<file path="src/rtl/reg_cmd_host.sv">
// Command initiator for the register file: buffers commands in a FIFO, issues each as a
// one-cycle reg_ena pulse and returns OUT results on a valid/ready response port.
module reg_cmd_host #(
    parameter int DEPTH = 4,
    parameter int PTR_W = 2
) (
    input  logic       clock,
    input  logic       reset,
    input  logic       cmd_valid,
    output logic       cmd_ready,
    input  logic [2:0] cmd_op,
    input  logic [7:0] cmd_data,
    output logic       reg_ena,
    output logic [2:0] reg_opcode,
    output logic [7:0] reg_data,
    input  logic [7:0] reg_rdata,
    output logic       rsp_valid,
    input  logic       rsp_ready,
    output logic [7:0] rsp_data,
    output logic       rsp_src,
    output logic       busy
);
    typedef enum logic [1:0] {IDLE, ISSUED, CAPTURE, RESP} state_t;

    localparam logic [PTR_W:0] FULL_CNT = (PTR_W + 1)'(DEPTH);

    state_t           state, state_nxt;
    logic [10:0]      mem [DEPTH];
    logic [PTR_W-1:0] wptr, rptr;
    logic [PTR_W:0]   count;
    logic             full, empty, push, pop;
    logic [10:0]      head;

    logic             ena_nxt;
    logic [2:0]       op_nxt;
    logic [7:0]       data_nxt;
    logic             rsp_valid_nxt;
    logic [7:0]       rsp_data_nxt;
    logic             rsp_src_nxt;

    assign full      = (count == FULL_CNT);
    assign empty     = (count == '0);
    assign cmd_ready = !full;
    assign push      = cmd_valid && !full;
    assign head      = mem[rptr];
    assign busy      = (state != IDLE) || !empty;

    // Command FIFO: storage is data only, pointers and count are control
    always_ff @(posedge clock) begin
        if (push) mem[wptr] <= {cmd_op, cmd_data};
    end

    always_ff @(posedge clock or posedge reset) begin
        if (reset) begin
            wptr  <= '0;
            rptr  <= '0;
            count <= '0;
        end else begin
            if (push) wptr <= wptr + 1'b1;
            if (pop)  rptr <= rptr + 1'b1;
            case ({push, pop})
                2'b10:   count <= count + 1'b1;
                2'b01:   count <= count - 1'b1;
                default: count <= count;
            endcase
        end
    end

    // Issue / capture sequencing
    always_comb begin
        state_nxt     = state;
        pop           = 1'b0;
        ena_nxt       = 1'b0;
        op_nxt        = reg_opcode;
        data_nxt      = reg_data;
        rsp_valid_nxt = rsp_valid;
        rsp_data_nxt  = rsp_data;
        rsp_src_nxt   = rsp_src;
        case (state)
            IDLE: begin
                if (!empty) begin
                    pop      = 1'b1;
                    ena_nxt  = 1'b1;
                    op_nxt   = head[10:8];
                    data_nxt = head[7:0];
                    // Only OUT opcodes (10x) wait for a result; others stream back-to-back
                    if (head[10:9] == 2'b10) state_nxt = ISSUED;
                end
            end
            ISSUED: state_nxt = CAPTURE;
            CAPTURE: begin
                rsp_valid_nxt = 1'b1;
                rsp_data_nxt  = reg_rdata;
                rsp_src_nxt   = reg_opcode[0];
                state_nxt     = RESP;
            end
            RESP: begin
                if (rsp_ready) begin
                    rsp_valid_nxt = 1'b0;
                    state_nxt     = IDLE;
                end
            end
            default: state_nxt = IDLE;
        endcase
    end

    // Registered outputs
    always_ff @(posedge clock or posedge reset) begin
        if (reset) begin
            state      <= IDLE;
            reg_ena    <= 1'b0;
            reg_opcode <= 3'b000;
            reg_data   <= 8'h00;
            rsp_valid  <= 1'b0;
            rsp_data   <= 8'h00;
            rsp_src    <= 1'b0;
        end else begin
            state      <= state_nxt;
            reg_ena    <= ena_nxt;
            reg_opcode <= op_nxt;
            reg_data   <= data_nxt;
            rsp_valid  <= rsp_valid_nxt;
            rsp_data   <= rsp_data_nxt;
            rsp_src    <= rsp_src_nxt;
        end
    end
endmodule
</file>
<file path="config.mk">
export PLATFORM = sky130hd
export DESIGN_NAME = reg_cmd_host
export DESIGN_NICKNAME = d
export VERILOG_FILES = /design/src/rtl/reg_cmd_host.sv
export SDC_FILE = /design/constraint.sdc
export NUM_CORES = 1
export LEC_CHECK = 0
export CELL_PAD_IN_SITES_DETAIL_PLACEMENT = 0
export CELL_PAD_IN_SITES_GLOBAL_PLACEMENT = 1
export CORE_MARGIN = 1.5
export CORE_UTILIZATION = 30
export DETAILED_ROUTE_END_ITERATION = 7
export GPL_TIMING_DRIVEN = 0
export PLACE_DENSITY = 0.55
export SETUP_SLACK_MARGIN = 0.1
export SLEW_MARGIN = 20
export SYNTH_ARGS = -nofsm -noshare
export SYNTH_HDL_FRONTEND = slang
export SYNTH_SLANG_ARGS = --single-unit
</file>
<file path="constraint.sdc">
create_clock -name clock -period 2.65 [get_ports clock]
set_input_delay 0.265 -clock clock [delete_from_list [all_inputs] [get_ports clock]]
set_output_delay 0.265 -clock clock [all_outputs]
set_load 0.01 [all_outputs]
</file>
Yosys cells after proc, flatten, opt, wreduce, memory -nomap -nowiden
Memory sizes are Yosys's and may differ from the RTL's.
Cells that the tools add are included.
Storage, ports and cells
  register bits: 31
  memory bits (writable): 44
  logic and storage cells: 49
  memories kept: 1
Memories
  mem: words 4, bits a word 11, rd ports 1, clocked after memory_dff 0, write ports 1, RTL line 28  | logic [10:0] mem [DEPTH];
Operators by class
  add/sub/neg operators: 4
  equal/unequal tests: 10
  muxes and demuxes: 11
  bitwise operators: 1
  reductions and logical operators: 12
Operator list (count)
  equality test 2 bit, second input constant: 4
  one-hot mux 2 bit (4 select lines): 1
  2-to-1 mux 2 bit: 3
  != test 2 bit, second input constant: 3
  one-hot mux 3 bit (2 select lines): 1
  nonzero test 2 bit: 3
  2-to-1 mux 1 bit: 5
  adder 2 x 1 -> 2 bit, second input constant: 2
  equality test 2 x 1 -> 1 bit, second input constant: 2
  AND reduction 2 bit: 2
  adder 3 x 1 -> 3 bit, second input constant: 1
  equality test 3 bit, second input constant: 1
  logical NOT 3 bit: 1
  AND reduction 3 bit: 1
  subtractor 3 x 1 -> 3 bit, second input constant: 1
  logical NOT 1 bit: 2
  logical NOT 2 bit: 1
  one-hot mux 1 bit (2 select lines): 1
  logical AND 1 bit: 1
  logical OR 1 bit: 1
  NOT 1 bit: 1

Longest topological paths before layout
  word-level depth: 5
  mapped depth: 10
  gate-level depth less buffers: 9

Least setup slack after synthesis
No wires, ideal clock.
  path type: register to register
  from: register count[0]
  to: register count[2]
  library setup time: 125 ps
  arrival: 2143 ps
  data required time: 2525 ps
  slack: 382 ps
  cell stages (with the launch flop): 9
  cell sequence: dfrtp_1 o31ai_1 inv_1 clkbuf_1 ha_1 fa_1 xnor2_1 nor2_1 xor2_1
Between the ends
  cells in the longest elaborated chain, start to end: 5
Ends and longest elaborated chain
  start: declaration: RTL line 30  | logic [PTR_W:0] count;
  start signal: assignment: RTL line 62  | 2'b10: count <= count + 1'b1;
  start signal: assignment: RTL line 63  | 2'b01: count <= count - 1'b1;
  start signal: assignment: RTL line 64  | default: count <= count;
  logical NOT 3 bit (*): RTL line 42  | assign empty = (count == '0);
  2-to-1 mux 1 bit (*) (2 in series)
  via ena_nxt: RTL line 34  | logic ena_nxt;
  equality test 2 x 1 -> 1 bit / equality test 2 bit (equally long branches): RTL line 61  | case ({push, pop})
  one-hot mux 3 bit (2 select lines) / nonzero test 2 bit (equally long branches)
The timed path passes the listed nets; every way through them passes the cells marked *.
A chain may end at the register's enable or synchronous reset.

Worst setup path after layout
  from: register state[0]
  to: output busy
Between the ends
  cells in the longest elaborated chain, start to end: 2
Ends and longest elaborated chain
  start: declaration: RTL line 27  | state_t state, state_nxt;
  start signal: assignment: RTL line 118  | state <= state_nxt;
  nonzero test 2 bit: RTL line 46  | assign busy = (state != IDLE) || !empty;
  logical OR 1 bit: RTL line 46
  end: declaration: RTL line 21  | output logic busy
No other way between the ends.

==> impl_metrics.env <==
export IMPL_placed_cell_area_sq_um=3587
export IMPL_fin_crit_ns=2.453
export IMPL_synth_distinct_cells=24
export IMPL_postLayoutCoreUtil_pct=39.32
export IMPL_synthAdderAreaFrac_pct=4.057
export IMPL_grt_first_pass_wirelength_um=8349
export IMPL_regArea_sq_um=2097
export IMPL_whs_ns=0.3414
export IMPL_postCtsHoldBufs=0
export IMPL_track_usage_pct=10.98
export IMPL_grt_pass1_vias=1651
export IMPL_crit_buf_inv=2
export IMPL_synth_area_per_cell_sq_um=16.63
export IMPL_drt_first_pass_iters=4
export IMPL_timing_final_crit_share_pct=92.57
export IMPL_cp_startpoint="state[0]$_DFFE_PP0P_"
export IMPL_worstPathCellList="inv_1, ha_1, or4b_1, clkdlybuf4s50_1"
export IMPL_worstSetupEndpointType="output pin"
export IMPL_clkSinkCount=75
export IMPL_cts_root_buf="clkbuf_8"
export IMPL_place_gp_congestion=0.6603
export IMPL_status="complete, no violations"
export IMPL_crit_arrival_ns=2.19
export IMPL_worstSkewPairLatency_ns=0.35
export IMPL_worstSetupStartpointType="flip-flop"
export IMPL_path_depth=4
export IMPL_max_freq_mhz=407.6
export IMPL_synth_top_family_by_area="multiplexers"
export IMPL_dpl_hpwl_um=3519
export IMPL_crit_slowest_cell="or4b_1"
export IMPL_num_antenna_cells=0
export IMPL_max_stage_delay_ns=0.53
export IMPL_required_ns=2.38
export IMPL_die_width_um=102.3
export IMPL_critPathMaxFanout=4
export IMPL_num_vias=1561
export IMPL_antenna_found_initial=0
export IMPL_syn_area_sq_um=2960
export IMPL_synth_top_area_share_pct=44.63
export IMPL_die_h_um=102.3
export IMPL_skew_ns=0.009635
export IMPL_final_area_sq_um=3807
export IMPL_timing_final_ws_setup_ns=0.1968
export IMPL_power_leakage_uw=0.001475
export IMPL_worstHoldPathType="input port to asynchronous set/reset pin"
export IMPL_die_area_sq_um=10470
export IMPL_cap_violations=0
export IMPL_drt_iter0_drc=52
export IMPL_synth_xor_area_share_pct=1.775
export IMPL_synth_seq_cells=75
export IMPL_routedWlPerCell_um=14.16
export IMPL_slew_headroom_pct=53.76
export IMPL_final_nets=267
export IMPL_coreArea_sq_um=9684
export IMPL_slew_violations=0
export IMPL_crit_family="buffers and inverters"
export IMPL_cts_buffers=9
export IMPL_regToRegEndpoint="count[1]$_DFFE_PP0P_"
export IMPL_p_per_area_nw_per_um2=1163
export IMPL_cts_buffer_depth=2
export IMPL_synth_seq_area_share_pct=70.84
export IMPL_drc_errors=0
export IMPL_wirelength_um=5283
export IMPL_reg2reg_slack_ns=0.28
export IMPL_nFillCells=924
export IMPL_grt_overflow=0
export IMPL_ir_drop_uv=314.3
export IMPL_cts_tree="built"
export IMPL_syn2layout_area_growth_pct=28.61
export IMPL_pin_count=47
export IMPL_drive_gt1_share_pct=19.17
export IMPL_synth_compound_area_share_pct=1.648
export IMPL_fp_row_count=36
export IMPL_path_class="flip-flop to output pin"
export IMPL_rsz0062_at_grt="true"
export IMPL_hold_viol_final=0
export IMPL_multiInputGateArea_sq_um=823.3
export IMPL_synth_fp_nets=210
export IMPL_synth_simple_area_share_pct=6.805
export IMPL_clk_pin_slew_ns=0.09
export IMPL_reg2reg_from="state[0]$_DFFE_PP0P_"
export IMPL_grt_max_degree=32
export IMPL_ys_warn_count=0
export IMPL_syn_inst=178
export IMPL_crit_path_end="busy"
export IMPL_ys_top_cells_by_area="edfxtp_1, dfrtp_1, mux4_2"
export IMPL_dpl_worst_slack_ns=-0.04972
export IMPL_setup_viol=0
export IMPL_synthMuxAreaShare_pct=13.06
export IMPL_r2r_cells=8
export IMPL_port_buffers=46
export IMPL_yosysTopAreaCell="edfxtp_1"
export IMPL_htree_num_levels=3
export IMPL_start_util_pct=30.57
export IMPL_worst_pin_slew_ns=0.6925
export IMPL_vias_per_cell=4.185
export IMPL_postRouteAntennaNets=0
state kept, by name (all words and copies together) (netlist names):
register / count
count: 3
mem: 44
reg_data: 8
reg_ena: 1
reg_opcode: 3
rptr: 2
rsp_data: 8
rsp_src: 1
rsp_valid: 1
state: 2
wptr: 2
metrics by stage:
step | TNS [ns] | total power (uW) | instances
CTS | 0 | 4505 | 373
global placement | -0.08133 | 3543 | 357
global route | 0 | 4749 | 373
finish | 0 | 4430 | 373
detailed placement | -0.08048 | 3559 | 357
floorplan | 0 | 2898 | 178
how the worst min path moves through the flow:
stage | end | cells after the start
6_report | reg_opcode[0]$_DFFE_PP0P_ | 2
5_1_grt | rsp_src$_DFFE_PP0P_ | 2
4_1_cts | reg_opcode[0]$_DFFE_PP0P_ | 2
3_5_place_dp | reg_data[6]$_DFFE_PP0P_ | 2
3_3_place_gp | reg_data[3]$_DFFE_PP0P_ | 2
2_1_floorplan | mem[0][0]$_DFFE_PP_ | 0
synthesized netlist by cell type (all sizes together):
cell / n
edfxtp: 44
nand2: 35
dfrtp: 31
mux2: 12
mux4: 11
inv: 9
ha: 8
xnor2: 5
and3: 4
nor2: 4
clkbuf: 3
buf: 2
a21oi: 1
and2: 1
fa: 1
nand2b: 1
o21ai: 1
o22ai: 1
o31ai: 1
o32a: 1
or4b: 1
xor2: 1
cell families (layout without fill, tap and decap cells):
family          after synthesis  after routing
simple gates                 46             46
mux                          23             23
fa+ha+maj                     9              9
compound gates                5              5
buf+inv                      14             76
xor+xnor                      6              6
flops                        75             75
layout by cell type, fill, tap and decap left out:
cell	synthesis	routed
clkdlybuf4s50_1	0	46
mux2_4	1	1
buf_1	1	1
nand2_1	35	35
dfrtp_1	31	31
clkinvlp_4	0	1
buf_2	1	2
o31ai_4	0	1
or4b_1	1	1
fa_1	1	1
o21ai_2	1	1
o22ai_1	1	1
xor2_1	1	1
ha_1	8	8
inv_2	0	1
nor2_1	4	4
mux2_2	11	11
edfxtp_1	44	44
and2_1	1	1
inv_1	9	8
a21oi_4	1	1
clkbuf_8	0	9
nand2b_4	1	1
and3_1	4	4
bufinv_16	0	1
clkbuf_1	3	2
inv_6	0	4
o32a_1	1	1
mux4_2	11	11
clkinv_4	0	1
xnor2_1	5	5
layer usage:
layer,vias up,wire length (um),GRT usage (%)
met4,0,134,6.639
met1,755,2518,13.70
met5,-,0,0
met2,45,2350,17.22
met3,9,280,2.804
li1,752,-,-
power breakdown:
group / total, uW / internal [uW] / leakage [uW] / switching [uW]
clock: 911 / 450 / 0.000101 / 462
sequential: 1840 / 1640 / 0.000773 / 203
combinational: 1680 / 902 / 0.000600 / 774
total: 4430 / 2990 / 0.00147 / 1440
what timing repair did:
action / in CTS / in global routing
setup endpoints to repair: 2 / 2
setup buffers: 0 / 0
pin swaps: 0 / 0
gates resized for setup: 2 / 2
area by class of cell:
type                       instances  area share, %
buffer                             5         0.5587
clock buffer                       9          3.253
clock inverter                     7          2.136
inverter                           9         0.8873
multi-input combinational         89          21.62
sequential                        75          55.08
tap                              133          4.371
timing repair buffer              46          12.09
Note: power is estimated with default switching activity, not from simulation.
